<file path="src/rtl/lcd_pattern_gen.sv">
// lcd_pattern_gen: two-stage test-pattern generator placed behind the LCD timing
// generator. Stage 1 registers timing and the selected pattern colour, stage 2
// registers the blanked RGB and the re-timed syncs, so every output lags its
// input by exactly two PIXEL_CLK cycles.
// Optional feature: define LCD_PATTERN_BORDER_EN to force a one-pixel white
// border around the active area in every mode.
module lcd_pattern_gen #(
  parameter int unsigned H_DISPLAY = 480,
  parameter int unsigned V_DISPLAY = 272,
  parameter int unsigned TILE_LOG2 = 4
) (
  input  logic        PIXEL_CLK,
  input  logic        RESET,
  input  logic        HSYNC_IN,
  input  logic        VSYNC_IN,
  input  logic        DEN_IN,
  input  logic [10:0] XPOS,
  input  logic [10:0] YPOS,
  input  logic [2:0]  MODE,
  input  logic [23:0] COLOR,
  output logic        LCD_HSYNC,
  output logic        LCD_VSYNC,
  output logic        LCD_DEN,
  output logic [7:0]  LCD_R,
  output logic [7:0]  LCD_G,
  output logic [7:0]  LCD_B,
  output logic [7:0]  FRAME_COUNT
);

  localparam int unsigned POS_W     = 11;
  localparam int unsigned RGB_W     = 24;
  localparam int unsigned CH_W      = 8;
  localparam int unsigned MODE_W    = 3;
  localparam int unsigned FC_W      = 8;
  localparam int unsigned BAR_IDX_W = 3;
  localparam int unsigned CNT_W     = POS_W;
  localparam int unsigned BAR_W     = H_DISPLAY / 8;

  localparam logic [RGB_W-1:0]     WHITE    = 24'hFFFFFF;
  localparam logic [RGB_W-1:0]     BLACK    = 24'h000000;
  localparam logic [BAR_IDX_W-1:0] BAR_LAST = 3'd7;
  localparam logic [CNT_W-1:0]     BAR_END  = CNT_W'(BAR_W - 1);

  // Colour of each vertical bar, left to right
  function automatic logic [RGB_W-1:0] bar_color(input logic [BAR_IDX_W-1:0] idx);
    logic [RGB_W-1:0] c;
    c = BLACK;
    case (idx)
      3'd0:    c = 24'hFFFFFF;
      3'd1:    c = 24'hFFFF00;
      3'd2:    c = 24'h00FFFF;
      3'd3:    c = 24'h00FF00;
      3'd4:    c = 24'hFF00FF;
      3'd5:    c = 24'hFF0000;
      3'd6:    c = 24'h0000FF;
      default: c = 24'h000000;
    endcase
    return c;
  endfunction

  // Stage 1 registers
  logic               hs1_q, vs1_q, den1_q;
  logic [RGB_W-1:0]   rgb1_q;
  // Stage 2 (output) registers
  logic               hs2_q, vs2_q, den2_q;
  logic [RGB_W-1:0]   rgb2_q, rgb2_d;
  // Frame-latched control
  logic [MODE_W-1:0]  mode_q, mode_d;
  logic [RGB_W-1:0]   color_q, color_d;
  logic [FC_W-1:0]    frame_cnt_q, frame_cnt_d;
  // Bar tracker
  logic [BAR_IDX_W-1:0] bar_q, bar_d;
  logic [CNT_W-1:0]     cnt_q, cnt_d;

  logic                 frame_start_c;
  logic                 den_rise_c;
  logic [BAR_IDX_W-1:0] bar_cur_c;
  logic [CNT_W-1:0]     cnt_cur_c;
  logic [POS_W-1:0]     scroll_x_c;
  logic                 checker_c;
  logic                 scroll_checker_c;
  logic [RGB_W-1:0]     pix_c;
  logic                 unused_c;

  // Event detection against the stage-1 copies of the timing inputs
  assign frame_start_c = ~VSYNC_IN & vs1_q;
  assign den_rise_c    = DEN_IN & ~den1_q;

  // Bar index/count seen by the current pixel; a new line restarts at bar 0
  assign bar_cur_c = den_rise_c ? '0 : bar_q;
  assign cnt_cur_c = den_rise_c ? '0 : cnt_q;

  // Checkerboard parity, static and scrolled by the frame counter
  assign scroll_x_c       = XPOS + POS_W'(frame_cnt_q);
  assign checker_c        = XPOS[TILE_LOG2] ^ YPOS[TILE_LOG2];
  assign scroll_checker_c = scroll_x_c[TILE_LOG2] ^ YPOS[TILE_LOG2];

  // Row bits outside the tile select are only consumed by the border logic
  assign unused_c = ^{YPOS, POS_W'(V_DISPLAY - 1)};

`ifdef LCD_PATTERN_BORDER_EN
  logic on_border_c;

  // Outermost row/column of the active area
  assign on_border_c = (XPOS == POS_W'(0)) || (XPOS == POS_W'(H_DISPLAY - 1)) ||
                       (YPOS == POS_W'(0)) || (YPOS == POS_W'(V_DISPLAY - 1));
`endif

  // Bar tracker next state: advance one bar every BAR_W pixels, bar 7 takes the rest
  always_comb begin
    bar_d = bar_q;
    cnt_d = cnt_q;
    if (DEN_IN) begin
      if ((cnt_cur_c == BAR_END) && (bar_cur_c != BAR_LAST)) begin
        bar_d = bar_cur_c + BAR_IDX_W'(1);
        cnt_d = '0;
      end else begin
        bar_d = bar_cur_c;
        cnt_d = cnt_cur_c + CNT_W'(1);
      end
    end
  end

  // Mode/colour latch and frame counter, updated only on a frame start
  always_comb begin
    mode_d      = mode_q;
    color_d     = color_q;
    frame_cnt_d = frame_cnt_q;
    if (frame_start_c) begin
      mode_d      = MODE;
      color_d     = COLOR;
      frame_cnt_d = frame_cnt_q + FC_W'(1);
    end
  end

  // Pattern colour for the current pixel, always from the mode latched before this edge
  always_comb begin
    pix_c = BLACK;
    case (mode_q)
      3'd0:    pix_c = color_q;
      3'd1:    pix_c = bar_color(bar_cur_c);
      3'd2:    pix_c = checker_c ? WHITE : BLACK;
      3'd3:    pix_c = {3{XPOS[CH_W-1:0]}};
      3'd4:    pix_c = scroll_checker_c ? WHITE : BLACK;
      default: pix_c = BLACK;
    endcase
`ifdef LCD_PATTERN_BORDER_EN
    if (on_border_c) begin
      pix_c = WHITE;
    end
`endif
  end

  // Stage-2 blanking outside the active area
  always_comb begin
    rgb2_d = BLACK;
    if (den1_q) begin
      rgb2_d = rgb1_q;
    end
  end

  // Control registers: latched mode/colour, frame counter, bar tracker
  always_ff @(posedge PIXEL_CLK) begin
    if (RESET) begin
      mode_q      <= '0;
      color_q     <= '0;
      frame_cnt_q <= '0;
      bar_q       <= '0;
      cnt_q       <= '0;
    end else begin
      mode_q      <= mode_d;
      color_q     <= color_d;
      frame_cnt_q <= frame_cnt_d;
      bar_q       <= bar_d;
      cnt_q       <= cnt_d;
    end
  end

  // Stage 1: capture timing and the selected pattern colour
  always_ff @(posedge PIXEL_CLK) begin
    if (RESET) begin
      hs1_q  <= 1'b1;
      vs1_q  <= 1'b1;
      den1_q <= 1'b0;
      rgb1_q <= '0;
    end else begin
      hs1_q  <= HSYNC_IN;
      vs1_q  <= VSYNC_IN;
      den1_q <= DEN_IN;
      rgb1_q <= pix_c;
    end
  end

  // Stage 2: final RGB and syncs, aligned with each other
  always_ff @(posedge PIXEL_CLK) begin
    if (RESET) begin
      hs2_q  <= 1'b1;
      vs2_q  <= 1'b1;
      den2_q <= 1'b0;
      rgb2_q <= '0;
    end else begin
      hs2_q  <= hs1_q;
      vs2_q  <= vs1_q;
      den2_q <= den1_q;
      rgb2_q <= rgb2_d;
    end
  end

  assign LCD_HSYNC   = hs2_q;
  assign LCD_VSYNC   = vs2_q;
  assign LCD_DEN     = den2_q;
  assign LCD_R       = rgb2_q[23:16];
  assign LCD_G       = rgb2_q[15:8];
  assign LCD_B       = rgb2_q[7:0];
  assign FRAME_COUNT = frame_cnt_q;

endmodule

</file>
<file path="config.mk">
export PLATFORM = sky130hd
export DESIGN_NAME = lcd_pattern_gen
export DESIGN_NICKNAME = d
export VERILOG_FILES = /design/src/rtl/lcd_pattern_gen.sv
export SDC_FILE = /design/constraint.sdc
export NUM_CORES = 1
export LEC_CHECK = 0
export BUFFER_PORTS_ARGS = -buffer_cell sky130_fd_sc_hd__clkbuf_2
export CORE_ASPECT_RATIO = 2
export CORE_MARGIN = 2
export CORE_UTILIZATION = 58
export DETAILED_ROUTE_END_ITERATION = 6
export GPL_TIMING_DRIVEN = 1
export PLACE_DENSITY = 0.91
export SETUP_SLACK_MARGIN = 0.5
export SLEW_MARGIN = 15
export SYNTH_ARGS = -nofsm -noshare
export SYNTH_HDL_FRONTEND = slang
export SYNTH_SLANG_ARGS = --single-unit
</file>
<file path="constraint.sdc">
create_clock -name PIXEL_CLK -period 5.8 [get_ports PIXEL_CLK]
set_input_delay 0.29 -clock PIXEL_CLK [delete_from_list [all_inputs] [get_ports PIXEL_CLK]]
set_output_delay 0.29 -clock PIXEL_CLK [all_outputs]
set_load 0.02 [all_outputs]
</file>
Word level (Yosys, flattened, before mapping):

Index checks and enable logic that the tools add are counted.

* register bits after elaboration: 103
* bits of input ports: 54
* output and inout bits: 35
* logic and storage cells: 47

* add/sub/neg operators: 4
* equality and inequality tests: 12
* mux-type cells: 8
* bitwise operators: 6
* reduce and logical (&&, ||, !) cells: 4

Operators by type and width (count)
* $pmux 24 s7: 1
* $pmux 24 s5: 1
* $mux 24: 2
* $mux 11: 2
* $eq 3x2->1 const B: 4
* $eq 3x3->1 const B: 4
* $add 11x1->11 const B: 1
* $eq 11x6->1 const B: 1
* $add 8x1->8 const B: 1
* $eq 3x1->1 const B: 2
* $logic_not 3->1: 2
* $mux 3: 2
* $add 5x5->5: 1
* $add 3x1->3 const B: 1
* $ne 3x3->1 const B: 1
* $and 1x1->1: 2
* $not 1->1: 2
* $reduce_or 2->1: 1
* $xor 1x1->1: 2
* $logic_and 1x1->1: 1

Depth between registers and ports, before layout:

Gate-level depths: netlist (run 1).

* depth in word-level cells: 6
* gate-level depth with buffers: 11
* mapped depth without buffers: 8

Worst setup path before layout (run 1):

No wires, ideal clock.

* kind: register to register
* start: register den1_q
* end: register cnt_q[10]
* setup time: 0.074 ns
* arrival: 2.216 ns
* required time: 5.726 ns
* slack: 3.510 ns
* stages on the path, launching flop included: 10
* buffers on the path: 2
* period minus slack after synthesis: 2.290 ns
* path through: dfxtp_1 > buf_2 > nand2b_1 > clkbuf_1 > and2_1 > ha_1 > nand3_2 > or4_1 > or3_1 > a31oi_1

* cells in the longest elaborated chain, start to end: 6
* elaborated cells between the ends (all ways): 9
* those cells by class: add/sub: 1; eq/ne: 2; mux: 3; bitwise: 2; reduce/logical: 1

RTL lines
* from (decl): line 62 `logic hs1_q, vs1_q, den1_q;`
* from (signal assigned): line 184 `den1_q <= 1'b0;`
* from (signal assigned): line 189 `den1_q <= DEN_IN;`
* $not 1->1 (no line) (*)
* $and 1x1->1 (*): line 87 `assign den_rise_c = DEN_IN & ~den1_q;`
* parallel branches: the longest is 3 deep, another holds $add 11x1->11
* $mux 11 (*): line 114 `if ((cnt_cur_c == BAR_END) && (bar_cur_c != BAR_LAST)) begin`
* to (signal assigned): line 175 `cnt_q <= cnt_d;`
* to (decl): line 73 `logic [CNT_W-1:0] cnt_q, cnt_d;`

Every way passes the cells marked *.
A chain may end at the register's enable or synchronous reset.

Worst setup path after layout (run 1):

* start: register den1_q
* end: register cnt_q[5]

Same word-level chain as after synthesis.

==> results of run 1 <==
kinds of logic (layout without fill, tap and decap cells):
| group | after synthesis | count (layout) | share of synthesized area, % |
|---|---|---|---|
| AOI/OAI and AO/OA | 88 | 88 | 13.55 |
| buffers and inverters | 34 | 98 | 4.033 |
| adders and majority gates | 7 | 7 | 2.122 |
| xor gates and xnor gates | 9 | 9 | 2.244 |
| DFF | 103 | 103 | 49.97 |
| and+or+nand+nor | 219 | 219 | 28.08 |
sequential cells by signal, summed over array words and instances, names as in the netlist:
register	flops
bar_q	3
den1_q	1
rgb1_q	24
mode_q	3
cnt_q	11
hs1_q	1
FRAME_COUNT	8
rgb2_q	24
LCD_HSYNC	1
vs1_q	1
color_q	24
LCD_DEN	1
LCD_VSYNC	1
how the worst max path moves through the flow:
stage / endpoint / cells past startpoint / startpoint / slack [ns]
after floorplan: cnt_q[10]$_SDFFE_PP0P_ / 9 / den1_q$_SDFF_PP0_ / 3.51
after global placement: cnt_q[9]$_SDFFE_PP0P_ / 8 / den1_q$_SDFF_PP0_ / 3.01
after detailed placement: cnt_q[5]$_SDFFE_PP0P_ / 8 / den1_q$_SDFF_PP0_ / 2.91
after CTS: cnt_q[5]$_SDFFE_PP0P_ / 8 / den1_q$_SDFF_PP0_ / 2.86
after global routing: cnt_q[5]$_SDFFE_PP0P_ / 8 / den1_q$_SDFF_PP0_ / 2.59
final: cnt_q[5]$_SDFFE_PP0P_ / 8 / den1_q$_SDFF_PP0_ / 2.84
layout make-up:
cell class / count / area, um^2 / area share [%]
flip-flops and latches: 103 / 2062 / 42.83
inverters: 4 / 15.01 / 0.3119
well taps: 90 / 112.6 / 2.339
clock inverters: 6 / 76.32 / 1.585
multi-input cells: 323 / 1912 / 39.71
repair buffers: 78 / 397.9 / 8.264
clock buffers: 10 / 239.0 / 4.964
through the flow:
step           setup slack [ns]  instances  cell area (um^2)
3_3_place_gp              3.012        598              4488
4_1_cts                   2.864        614              4803
6_report                  2.837        614              4815
2_1_floorplan             3.510        460              4126
5_1_grt                   2.588        614              4815
3_5_place_dp              2.910        598              4488
per-layer routing:
layer | up-vias | part of all wire [%] | GRT usage, %
li1 | 1708 | - | -
met1 | 1517 | 37 | 23.24
met2 | 129 | 53 | 39.87
met3 | 32 | 5.3 | 4.732
met4 | 0 | 4.5 | 15.49
met5 | - | 0 | 0
power by group through the flow:
stage	clock network, mW	logic, mW	registers (mW)
global placement	0	0.113	0.769
CTS	0.627	0.117	0.755
floorplan	0	0.0787	0.772
finish	0.618	0.118	0.755
global route	0.659	0.133	0.758
detailed placement	0	0.117	0.771
critical path: cells and delay by family, from the launching register on:
kind                       cells  cell delay [ns]
DFF                            1             0.54
adders and majority gates      2             0.28
and+or+nand+nor                3             0.82
AOI/OAI and AO/OA              3             1.22
layout by cell type (no fill, tap or decap), types with 6 or more instances in the layout:
cell,count
and2_1,53
nand2_1,76
nand4_1,8
nand3_1,33
ha_1,7
o31ai_1,25
a21oi_1,36
clkbuf_2,75
clkbuf_16,9
a31oi_1,7
nor3_1,6
o21ai_0,6
dfxtp_1,103
nor2_1,12
==> impl_summary.txt, run 1 <==
----------------------------------------------------
[Timing]
  Unrepaired setup endpoints after global routing ... false
  Total setup violations reported at the end of the flow ... 0
  Max-Slew Margin vs Limit ... 26.27%
  Final setup skew ... 0.01039 ns
  Final count of pins violating max slew ... 0
  Least-Margin Pin Slew ... 1.106 ns
  Hold slack final ... 0.1200 ns
  Minimum clock period ... 2.963 ns
  Final hold violation count ... 0
  Period Utilization, post-route ... 51.09%
  Setup tns final ... 0 ns
  Maximum achievable frequency ... 337.5 MHz

[Placed design]
  Final RePlAce weighted congestion ... 0.9026
  Buffers on Ports ... 75
  Post-DP HPWL ... 6.015 mm

[Global route]
  Largest net degree at the start of global routing ... 59
  Vias in the first global route ... 3064
  Antenna violations before repair ... 0
  Grt total ovfl ... 0
  Total global routing track utilization ... 22.45%
  First-pass GRT wire length ... 13.66 mm

[Synth]
  Cell taking the most area after synthesis ... dfxtp_1
  Post-synth ARST share ... 0%
  Number of enable flip-flop cells after synthesis ... 0
  Area fraction of the dominant cell type after synthesis ... 49.97%
  Gate count of the mapped netlist ... 460
  Number of warnings reported in the yosys synthesis log ... 0
  Summed instance area of the synthesized netlist ... 0.004126 mm^2
  Number of different library cells in the post-synthesis netlist ... 50
  Syn Area/Cell ... 8.971 um^2
  Most instantiated library cell after synthesis ... dfxtp_1
  Top area cells in the synthesized netlist ... dfxtp_1 (50%), and2_1 (8.0%), nand2_1 (6.9%), o31ai_1 (4.5%), a21oi_1 (4.4%)
  Seq/Total Area, Yosys ... 49.97%
  Total nets after synthesis ... 521
  Main synth FF type ... dfxtp_1
  Most instantiated cells after synthesis ... dfxtp_1 (103), nand2_1 (76), and2_1 (53)
  Synthesized flop and latch total ... 103

[Clock network]
  Total number of clock tree sinks ... 103
  Buffers inserted by post-CTS timing repair ... 0
  Library cell used as clock root buffer ... clkbuf_16
  Clk buf depth ... 2
  Clk Latency, worst-skew pair ... 0.35 ns
  Number of clock buffers inserted by TritonCTS ... 9
  CTS tree ... done
  Hold Buf Count CTS ... 0
  CTS resizes ... 0
  Clock H-tree levels ... 3
  Worst-path clk slew ... 0.07 ns

[Cells and area]
  Filler cell count ... 533
  Total Nets Final ... 580
  Share of post-route cells with drive strength above 1 ... 21.76%
  Antenna fix cells ... 0
  Final design utilization ... 69.37%
  Synth-to-layout area growth ... 16.68%

[Worst setup path]
  Worst reg2reg path startpoint ... den1_q$_SDFF_PP0_
  Startpoint type of the worst setup path ... register
  Worst setup path category ... register to register
  Slowest library cell on the worst path ... a31oi_1
  Cells along the critical path ... nand2b_1 -> and2_1 -> ha_1 -> ha_1 -> and4bb_2 -> a31oi_1 -> o21ai_0 -> a211oi_1
  Critical Path AT ... 3.22 ns
  Required arrival time at the worst endpoint ... 6.05 ns
  Worst r2r path cells ... 8
  Highest cell delay on the worst timing path ... 0.72 ns
  Reg-to-reg slack, setup ... 2.84 ns
  CP max FO ... 11
  Endpoint of the worst register-to-register path ... cnt_q[5]$_SDFFE_PP0P_
  Crit end category ... register
  Most frequent cell on the critical path ... ha_1

[Power and ir drop]
  Worst ir drop on vdd ... 0.2570 mV
  Leakage power figure ... 2.121 nW
  Total power divided by cell area ... 309.7 mW/mm^2
  Share of power burned in registers ... 50.6%
  Overall Power ... 1.491 mW
  Switching power share of the total ... 23.47%
  Clock network fraction of design power ... 41.4%
  Fraction of power consumed by combinational cells ... 7.9%
  Total internal power ... 1.141 mW
  Switching power of the nets ... 350.0 uW

[Route]
  Count of routing violations after the opening detailed-route iteration ... 236
  Total DRC errors in the routed layout ... 0
  First-pass detailed-route iteration total ... 5
  DR WL/cell ... 13.64 um
  Post-DR vias/cell ... 5.515
  Total length of routed wires ... 8.375 mm
  Number of routed nets with antenna violations ... 0
  Count of vias placed by the detailed router ... 3386

[Hold path]
  Hold Startpoint ... HSYNC_IN
  Endpoint of the worst hold-timing path ... hs1_q$_SDFF_PP1_
  Worst hold path depth ... 2
  Path category of the worst min-delay check ... primary input to register

[Floorplanning]
  Die area ... 0.007846 mm^2
  I/O pin count ... 89
  Die extent in x ... 63.65 um
  Placeable core region ... 0.006940 mm^2
  Row Count ... 43
  Y dimension of the die ... 123.3 um
  Effective utilization at floorplan ... 59.46%

[Run status]
  Run status ... completed

[Job]
  Max-cap check violation count ... 0

----------------------------------------------------
Note: power is estimated with default switching activity, not from simulation.
==> run 2, diff against run 1 <==
Settings changed: CORE_UTILIZATION 58 to 49, PLACE_DENSITY 0.91 to 0.83.
Clock period 5.8 ns to 2.4 ns, I/O delays scaled along.
==> run 2 against run 1 <==
Effect of this change:
- non-clock buffer count is 35 higher
- cell count is 7.0% higher
- total power rose by 150%
- register-to-register slack got worse by 2.4 ns
- clock skew shrank 0.0056 ns
- sequential cell count unchanged
- global-route usage shrank 1.0 points
- clock power grew 150%
- via count is 5.7% higher
- critical endpoint is now cnt_q[1]$_SDFFE_PP0P_
- largest power group unchanged
==> impl_summary.txt, run 2 (synthesis results as in run 1) <==
----------------------------------------------------
[Route]
  DR WL/cell ... 14.64 um (+7.3%)
  Total length of routed wires ... 9.618 mm (+15%)
  Count of routing violations after the opening detailed-route iteration ... 190 (-19%)
  Count of vias placed by the detailed router ... 3580 (+5.7%)
  Post-DR vias/cell ... 5.449 (-1.2%)
  Number of routed nets with antenna violations ... 0 (unchanged)
  Total DRC errors in the routed layout ... 0 (unchanged)
  First-pass detailed-route iteration total ... 4 (-1)

[Worst setup path]
  Required arrival time at the worst endpoint ... 2.62 ns (-3.43 ns)
  Worst reg2reg path startpoint ... den1_q$_SDFF_PP0_
  First element of the critical path ... den1_q$_SDFF_PP0_
  Critical Path AT ... 2.14 ns (-1.08 ns)
  Startpoint type of the worst setup path ... register
  Crit end category ... register
  Endpoint of the worst register-to-register path ... cnt_q[1]$_SDFFE_PP0P_
  CP max FO ... 6 (-5)
  Worst r2r path cells ... 9 (+1)
  Critical path destination ... cnt_q[1]$_SDFFE_PP0P_
  Reg-to-reg slack, setup ... 0.48 ns (-2.36 ns)
  Worst setup path category ... register to register

[Clock network]
  Clock H-tree levels ... 3 (unchanged)
  Clk Latency, worst-skew pair ... 0.34 ns (about the same)
  Worst-path clk slew ... 0.07 ns (about the same)
  Clk buf depth ... 2 (unchanged)
  CTS tree ... done
  Total number of clock tree sinks ... 103 (unchanged)
  Number of clock buffers inserted by TritonCTS ... 9 (unchanged)
  Library cell used as clock root buffer ... clkbuf_16

[Timing]
  Maximum achievable frequency ... 521.2 MHz (+54%)
  Least-Margin Pin Slew ... 1.050 ns (-0.05584 ns)
  Max-Slew Margin vs Limit ... 29.81% (+3.5 points)
  Minimum clock period ... 1.919 ns (-1.045 ns)
  Final hold violation count ... 0 (unchanged)
  Unrepaired setup endpoints after global routing ... true
  Period Utilization, post-route ... 79.94% (+29 points)
  Total setup violations reported at the end of the flow ... 0 (unchanged)
  Final setup skew ... 0.004761 ns (-0.005629 ns)
  Setup tns final ... 0 ns (unchanged)
  Final count of pins violating max slew ... 0 (unchanged)

[Placed design]
  Post-DP HPWL ... 6.524 mm (+8.5%)
  Final RePlAce weighted congestion ... 0.9358 (+3.7%)
  Placed Cells ... 614 (+2.7%)
  Buffers on Ports ... 75 (unchanged)
  Post-detailed-placement cell area ... 0.004613 mm^2 (+2.8%)

[Floorplanning]
  Y dimension of the die ... 133.8 um (+8.5%)
  I/O pin count ... 89 (unchanged)
  Placeable core region ... 0.008233 mm^2 (+19%)
  Effective utilization at floorplan ... 50.12% (-9.3 points)
  Row Count ... 47 (+9.3%)
  Die area ... 0.009216 mm^2 (+17%)
  Die extent in x ... 68.89 um (+8.2%)

[Global route]
  Grt total ovfl ... 0 (unchanged)
  Largest net degree at the start of global routing ... 44 (-25%)
  Total global routing track utilization ... 21.45% (-1.0 points)
  First-pass GRT wire length ... 15.00 mm (+9.8%)
  Vias in the first global route ... 3277 (+7.0%)
  Antenna violations before repair ... 0 (unchanged)

[Cells and area]
  Share of post-route cells with drive strength above 1 ... 25.94% (+4.2 points)
  Synth-to-layout area growth ... 28.11%
  Total Nets Final ... 616 (+6.2%)
  Post-Layout Inst Area ... 0.005286 mm^2 (+9.8%)
  Most frequent standard cell in the layout excluding fill and tap cells ... dfxtp_1
  Filler cell count ... 703 (+32%)
  Final cell count without fillers ... 657 (+7.0%)
  Antenna fix cells ... 0 (unchanged)
  Top library cells by usage in the layout, fill and taps aside ... dfxtp_1 (102), nand2_1 (76), clkbuf_2 (75)
  Largest regs ... color_q: 24 flops, rgb1_q: 24 flops, rgb2_q: 24 flops

[Power and ir drop]
  Total power divided by cell area ... 702.2 mW/mm^2 (+130%)
  Overall Power ... 3.712 mW (+150%)
  Leakage power figure ... 2.292 nW (+8.0%)
  Worst ir drop on vdd ... 0.4557 mV (+77%)

[Hold path]
  Path category of the worst min-delay check ... primary input to register

[Run status]
  Run status ... completed

[Job]
  Max-cap check violation count ... 0 (unchanged)

----------------------------------------------------
## run 2: changes by cell type in the layout (fill, tap and decap cells not counted), moves of 3 or more
cell / previous run / this run
o21ai_0: 6 / 2
buf_4: 3 / 16
and2_4: 0 / 4
and2_1: 53 / 49
o21ai_2: 0 / 3
ha_1: 7 / 4
buf_6: 0 / 3
dlygate4sd3_1: 0 / 19
ha_4: 0 / 3
## run 2: layout make-up
cell class	instances	area, um^2	share of cell area, %
clock inverter	6	93.84	1.775
inverter	4	15.01	0.2840
tap	98	122.6	2.320
timing repair buffer	113	719.4	13.61
clock buffer	9	225.2	4.260
multi-input combinational	324	2047	38.72
sequential	103	2063	39.03
## run 2: worst min-delay path by stage
| stage | end | slack (ns) | from | cells after the start |
|---|---|---|---|---|
| after global routing | color_q[13]$_SDFFE_PP0P_ | 0.006 | COLOR[13] | 3 |
| after floorplan | hs1_q$_SDFF_PP1_ | 0.22 | HSYNC_IN | 1 |
| after global placement | hs1_q$_SDFF_PP1_ | 0.30 | HSYNC_IN | 2 |
| final | color_q[13]$_SDFFE_PP0P_ | 0.004 | COLOR[13] | 3 |
| after detailed placement | hs1_q$_SDFF_PP1_ | 0.32 | HSYNC_IN | 2 |
| after CTS | vs1_q$_SDFF_PP1_ | 0.002 | VSYNC_IN | 2 |
## run 2: metal layers
metal  GRT usage, %  routed length (um)  up-vias
met1          23.50                3547     1654
li1               -                   -     1781
met2          36.65                5238      111
met5              0                   0        -
met3          4.446                 386       34
met4          12.20                 446        0
## run 2: worst max-delay path, stage by stage (launching register included)
cell and delay (ns):
dfxtp_2 0.32, nand2b_4 0.16, and2_4 0.17, ha_4 0.16, ha_4 0.14, and4bb_4 0.35, nand3_4 0.09, buf_6 0.14
o211ai_1 0.18, a21oi_1 0.09
## run 2: timing repair
action	in CTS	in global routing
pin swaps	6	12
gates resized for setup	7	12
setup endpoints to repair	8	17
hold endpoints to repair	19	0
setup buffers	6	2
cloned	0	1
hold buffers	19	0
## run 2: through the flow
stage               hold WS, ns  utilization (%)  worst slack, ns
global route           0.006158            64.21           0.4111
floorplan                0.2238                -           0.3587
finish                 0.003982            64.21           0.4815
CTS                    0.001507            63.28           0.4120
detailed placement       0.3215            56.03           0.3253
global placement         0.3017            56.03           0.3798
## run 2: power by group
group,switching (mW),internal (mW)
Clock,0.625,0.918
Combinational,0.190,0.154
Sequential,0.0358,1.79
Total,0.851,2.86
